$ cat config.mk
export PLATFORM = sky130hd
export DESIGN_NAME = arc4_encrypt
export DESIGN_NICKNAME = d
export VERILOG_FILES = /design/src/rtl/arc4_encrypt.sv
export SDC_FILE = /design/constraint.sdc
export NUM_CORES = 1
export LEC_CHECK = 0
export CAP_MARGIN = 20
export CORE_UTILIZATION = 50
export CTS_CLUSTER_DIAMETER = 100
export DETAILED_ROUTE_END_ITERATION = 8
export PLACE_DENSITY = 0.8
export SYNTH_ARGS = -nofsm -noshare
export SYNTH_HDL_FRONTEND = slang
export SYNTH_SLANG_ARGS = --single-unit
$ cat constraint.sdc
create_clock -name clk -period 3.99 [get_ports clk]
set_clock_uncertainty 0.15 [all_clocks]
set_input_delay 0.5985 -clock clk [delete_from_list [all_inputs] [get_ports clk]]
set_output_delay 0.5985 -clock clk [all_outputs]
set_load 0.02 [all_outputs]
$ cat src/rtl/arc4_encrypt.sv
// ARC4 encryptor: len-prefixed pt memory -> len-prefixed ct memory via external 256x8 S memory; en/rdy start handshake,
// ~1795+8*len cycles en->rdy, en ignored while busy. Optional plaintext range flag pt_err under `ARC4_ENCRYPT_PT_CHECK_EN.
module arc4_encrypt #(
  parameter int KEY_BYTES = 3
) (
  input  logic                   clk,
  input  logic                   rst_n,
  input  logic                   en,
  output logic                   rdy,
  input  logic [8*KEY_BYTES-1:0] key,
  output logic [7:0]             s_addr,
  output logic [7:0]             s_wrdata,
  output logic                   s_wren,
  input  logic [7:0]             s_rddata,
  output logic [7:0]             pt_addr,
  input  logic [7:0]             pt_rddata,
  output logic [7:0]             ct_addr,
  output logic [7:0]             ct_wrdata,
  output logic                   ct_wren
`ifdef ARC4_ENCRYPT_PT_CHECK_EN
  ,
  output logic                   pt_err
`endif
);

  localparam int KW = (KEY_BYTES > 1) ? $clog2(KEY_BYTES) : 1;
  localparam logic [KW-1:0] KLAST = KW'(KEY_BYTES - 1);

  localparam logic [3:0] ST_IDLE     = 4'd0;
  localparam logic [3:0] ST_LEN_RD   = 4'd1;
  localparam logic [3:0] ST_LEN_WAIT = 4'd2;
  localparam logic [3:0] ST_INIT     = 4'd3;
  localparam logic [3:0] ST_RDI      = 4'd4;
  localparam logic [3:0] ST_GETI     = 4'd5;
  localparam logic [3:0] ST_RDJ      = 4'd6;
  localparam logic [3:0] ST_GETJ     = 4'd7;
  localparam logic [3:0] ST_WRI      = 4'd8;
  localparam logic [3:0] ST_WRJ      = 4'd9;
  localparam logic [3:0] ST_RDP      = 4'd10;
  localparam logic [3:0] ST_GETP     = 4'd11;
  localparam logic [3:0] ST_DONE     = 4'd12;

  logic [3:0]    state;
  logic          prga;
  logic [7:0]    i;
  logic [7:0]    j;
  logic [7:0]    si;
  logic [7:0]    sj;
  logic [7:0]    len;
  logic [7:0]    k;
  logic [7:0]    ptb;
  logic [KW-1:0] kidx;
  logic [7:0]    key_byte;
  logic [7:0]    j_next;

  always_comb begin
    key_byte = 8'h00;
    for (int n = 0; n < KEY_BYTES; n++) begin
      if (kidx == KW'(n)) key_byte = key[8*(KEY_BYTES-1-n) +: 8];
    end
  end

  // KSA and PRGA share the read/swap states; only the key term differs.
  assign j_next = j + s_rddata + (prga ? 8'h00 : key_byte);

  always_ff @(posedge clk or negedge rst_n) begin
    if (!rst_n) begin
      state     <= ST_IDLE;
      rdy       <= 1'b1;
      prga      <= 1'b0;
      i         <= 8'h00;
      j         <= 8'h00;
      si        <= 8'h00;
      sj        <= 8'h00;
      len       <= 8'h00;
      k         <= 8'h00;
      ptb       <= 8'h00;
      kidx      <= '0;
      s_addr    <= 8'h00;
      s_wrdata  <= 8'h00;
      s_wren    <= 1'b0;
      pt_addr   <= 8'h00;
      ct_addr   <= 8'h00;
      ct_wrdata <= 8'h00;
      ct_wren   <= 1'b0;
`ifdef ARC4_ENCRYPT_PT_CHECK_EN
      pt_err    <= 1'b0;
`endif
    end else begin
      s_wren  <= 1'b0;
      ct_wren <= 1'b0;
      case (state)
        ST_IDLE: begin
          if (en) begin
            rdy     <= 1'b0;
            pt_addr <= 8'h00;
            state   <= ST_LEN_RD;
`ifdef ARC4_ENCRYPT_PT_CHECK_EN
            pt_err  <= 1'b0;
`endif
          end
        end
        ST_LEN_RD: state <= ST_LEN_WAIT;
        ST_LEN_WAIT: begin
          len       <= pt_rddata;
          ct_addr   <= 8'h00;
          ct_wrdata <= pt_rddata;
          ct_wren   <= 1'b1;
          if (pt_rddata == 8'h00) begin
            state <= ST_DONE;
          end else begin
            s_addr   <= 8'h00;
            s_wrdata <= 8'h00;
            s_wren   <= 1'b1;
            state    <= ST_INIT;
          end
        end
        ST_INIT: begin
          if (s_addr == 8'hFF) begin
            prga   <= 1'b0;
            i      <= 8'h00;
            j      <= 8'h00;
            kidx   <= '0;
            s_addr <= 8'h00;
            state  <= ST_RDI;
          end else begin
            s_addr   <= s_addr + 8'd1;
            s_wrdata <= s_addr + 8'd1;
            s_wren   <= 1'b1;
          end
        end
        ST_RDI: state <= ST_GETI;
        ST_GETI: begin
          si     <= s_rddata;
          j      <= j_next;
          s_addr <= j_next;
          state  <= ST_RDJ;
        end
        ST_RDJ: state <= ST_GETJ;
        ST_GETJ: begin
          sj       <= s_rddata;
          s_addr   <= i;
          s_wrdata <= s_rddata;
          s_wren   <= 1'b1;
          if (prga) pt_addr <= k;
          state    <= ST_WRI;
        end
        ST_WRI: begin
          s_addr   <= j;
          s_wrdata <= si;
          s_wren   <= 1'b1;
          state    <= ST_WRJ;
        end
        ST_WRJ: begin
          if (prga) begin
            ptb    <= pt_rddata;
            s_addr <= si + sj;
            state  <= ST_RDP;
`ifdef ARC4_ENCRYPT_PT_CHECK_EN
            if (pt_rddata < 8'h20 || pt_rddata > 8'h7E) pt_err <= 1'b1;
`endif
          end else if (i == 8'hFF) begin
            // KSA finished: PRGA starts with i already stepped to 1.
            prga   <= 1'b1;
            i      <= 8'h01;
            j      <= 8'h00;
            k      <= 8'h01;
            s_addr <= 8'h01;
            state  <= ST_RDI;
          end else begin
            i      <= i + 8'd1;
            s_addr <= i + 8'd1;
            kidx   <= (kidx == KLAST) ? '0 : kidx + KW'(1);
            state  <= ST_RDI;
          end
        end
        ST_RDP: state <= ST_GETP;
        ST_GETP: begin
          ct_addr   <= k;
          ct_wrdata <= s_rddata ^ ptb;
          ct_wren   <= 1'b1;
          if (k == len) begin
            state <= ST_DONE;
          end else begin
            k      <= k + 8'd1;
            i      <= i + 8'd1;
            s_addr <= i + 8'd1;
            state  <= ST_RDI;
          end
        end
        ST_DONE: begin
          rdy   <= 1'b1;
          state <= ST_IDLE;
        end
        default: state <= ST_IDLE;
      endcase
    end
  end

endmodule

==> results.yml <==
timing:
  clock.fmax_mhz: 278
  final.setup.worst_slack_ps: 392
  worst_pin_slew_ps: 885
  rsz0062_at_grt: "false"
  setup_viol: 0
  relSlewSlack_pct: 40.9
  final.setup.tns_ps: 0
  post-route-period-util_pct: 90.2
  final-hold-violation-count: 0
  finalMaxSlewViolations: 0
  timing.final.crit_period_ps: 3600
final_layout:
  final_nets: 804
  n_fill_cell: 994
  drive_gt1_share_pct: 7.69
  final_core_util_pct: 61.9
  diodes: 0
  area_growth_pct: 21.1
global_route:
  antenna_found_initial: 0
  grt_max_degree: 86
  grt_pass1_vias: 5383
  overflow: 0
  grt_pass1_wl_um: 27200
  grt_usage_pct: 27.6
die:
  die_area_um2: 12700
  start_util_pct: 51.1
  core_um2: 12000
  row_count: 40
  pin_count: 86
  die_h_um: 113
  die-width_um: 113
critical_path:
  crit_type: "reg -> reg"
  cp_max_fo: 12
  endpoint_kind: "register"
  cp_data_required_time_ps: 4090
  worstPathArrival_ps: 3700
  crit_path_start_kind: "register"
status:
  run_status: "finished, final reports clean"
place:
  place_ws_ps: 139
  place_congestion: 0.926
  port_buffers: 85
  hpwlAfterDp_um: 12000
synth:
  async_reset_ff_share_pct: 100
  synth_seq_cells: 106
  postSynthCellCount: 661
  netlist.area_leader.share_pct: 42.8
  synth.top_cells.by_area: "dfrtp_1 43%, nand2_1 9.0%, ha_1 3.3%, nor2_1 3.2%, fa_1 2.9%"
  synth_nets: 729
  synthesis.area_um2: 6140
  synth_edf_count: 0
  synthFlopType: "dfrtp_1"
  ys.warnings.count: 0
  synth_area_leader_cell: "dfrtp_1"
  ys_seq_area_share_pct: 43.2
  syn_avg_cell_area_um2: 9.29
  synth.distinct_cells: 77
route:
  routedWlPerCell_um: 18.7
  drtIter0Drc: 543
  ant_nets: 0
  wirelength_um: 16600
  drc: 0
  avgViaCountPerCell: 6.13
  dr.pass1.iters: 7
  vias: 5439
clocking:
  clock_sinks: 106
  cts_buffer_depth: 2
  clk_pin_slew_worst_paths_ps: 70
  cts_max_level: 3
  cts_tree: "built"
  post_cts_buffers: 0
  clock_latency_ps: 360
  cts-root-buf: "clkbuf_16"
  cts_buffers: 9
hold_path:
  hold_class: "reg -> reg"
power_and_ir_drop:
  p_leak_uw: 0.00317
  ir_drop_mv: 0.255
  power_density_nw_per_um2: 364
  fin_total_pwr_uw: 2700
run:
  cap_violations: 0
-- area by class of cell --
type                    count  area, um2  area share (%)
clock inverters             7       77.6            1.04
flip-flops and latches    106       2650            35.7
clock buffers               9        225            3.03
inverters                  12       45.0           0.606
repair buffers             97        961            12.9
multi-input cells         510       3290            44.2
well taps                 147        184            2.47
-- flip-flops by register name, indices dropped and copies added (netlist names), 2 cells and up --
name,cells
pt_addr,8
sj,8
ct_wrdata,8
kidx,2
ptb,8
j,8
si,8
i,8
ct_addr,8
s_wrdata,8
len,8
state,4
k,8
s_addr,8
-- per-layer routing --
layer | share of wire (%) | vias to the layer above | routed length, um | global-route usage, %
met5 | 0 | - | 0 | 0
met1 | 41 | 2607 | 6870 | 35.3
met3 | 7.3 | 40 | 1220 | 4.50
met4 | 3.0 | 0 | 500 | 12.8
li1 | - | 2506 | - | -
met2 | 48 | 286 | 8000 | 46.1
-- cell usage in the layout (no fill, tap or decap), types with 4 or more instances in the layout --
cell,instances
nor2b_1,5
a22o_1,18
xor2_1,19
nor3_1,4
inv_1,11
a221oi_1,4
mux2i_1,8
mux2_2,9
a31oi_1,9
a211oi_1,4
nor2_1,53
ha_1,16
o31ai_1,7
and3_1,8
clkbuf_16,9
a21o_1,6
a21oi_1,26
dfrtp_1,105
o211ai_1,6
xnor2_1,17
clkdlybuf4s50_1,84
a222oi_1,4
nand3_1,15
clkinvlp_4,4
a22oi_1,5
fa_1,9
buf_4,11
and2_1,4
o21ai_0,35
nand2_1,148
-- critical path, cell delays in order (launching register included) --
cell and delay [ps]:
dfrtp_1 670, mux2i_1 240, nor2_1 50, a21oi_1 120, nor2_1 70, fa_1 440
ha_1 240, fa_1 400, a21oi_1 230, a21oi_1 110, o22ai_1 180, xnor2_1 120
a211o_1 290, a22o_1 170
-- stage by stage --
step | cell area, um2 | instances | hold WS [ps]
3_5_place_dp | 7090 | 870 | 305
5_1_grt | 7430 | 888 | 334
4_1_cts | 7390 | 886 | 321
2_1_floorplan | 6140 | 661 | 153
6_report | 7430 | 888 | 317
3_3_place_gp | 7090 | 870 | 303
-- final timing paths --
check | start | to | depth (start not counted) | slack [ps]
min | s_wrdata[5]$_DFFE_PN0P_ | s_wrdata[5]$_DFFE_PN0P_ | 2 | 320
min reg2reg | s_wrdata[5]$_DFFE_PN0P_ | s_wrdata[5]$_DFFE_PN0P_ | 2 | 320
max | kidx[0]$_DFFE_PN0P_ | s_addr[7]$_DFFE_PN0P_ | 13 | 390
max reg2reg | kidx[0]$_DFFE_PN0P_ | s_addr[7]$_DFFE_PN0P_ | 13 | 390
min in group asynchronous | rst_n | state[2]$_DFFE_PN0P_ | 2 | 510
max in group asynchronous | rst_n | ptb[6]$_DFFE_PN0P_ | 4 | 2350
-- Yosys cell counts (6+ instances only) --
library cell / number
nor2_1: 53
a22o_1: 18
o211ai_1: 6
o31ai_1: 7
nand3_1: 15
ha_1: 16
and3_1: 8
mux2_2: 9
dfrtp_1: 105
xnor2_1: 17
buf_2: 11
xor2_1: 19
a21oi_1: 26
inv_1: 11
nand2_1: 148
mux2i_1: 8
clkbuf_1: 15
a21o_1: 6
fa_1: 9
a31oi_1: 9
nor2b_1: 7
o21ai_0: 35
-- power breakdown --
| group | leakage, uW | total [uW] | switching (uW) | internal (uW) |
|---|---|---|---|---|
| combinational | 0.00176 | 591 | 307 | 284 |
| sequential | 0.00128 | 1200 | 64.2 | 1130 |
| clock | 0.000134 | 916 | 426 | 490 |
| total | 0.00317 | 2700 | 798 | 1910 |
-- kinds of logic (layout without fill, tap and decap cells) --
logic type               count (synthesis)  count (layout)  synth area share, %
AND/OR/NAND/NOR                        274             274                 21.1
multiplexers                            17              17                 2.96
XOR/XNOR                                36              36                 5.14
buffers and inverters                   45             125                 3.30
AO/OA/AOI/OAI                          158             158                 18.1
adder cells (fa/ha/maj)                 25              25                 6.20
flip-flops                             106             106                 43.2
-- timing repair --
| action | 4_1_cts | 5_1_grt |
|---|---|---|
| hold buffers | 0 | 1 |
| setup endpoints to repair | 0 | 1 |
| endpoints found under the hold margin | 0 | 17 |
| resized for setup | 0 | 1 |
Note: power is estimated with default switching activity, not from simulation.
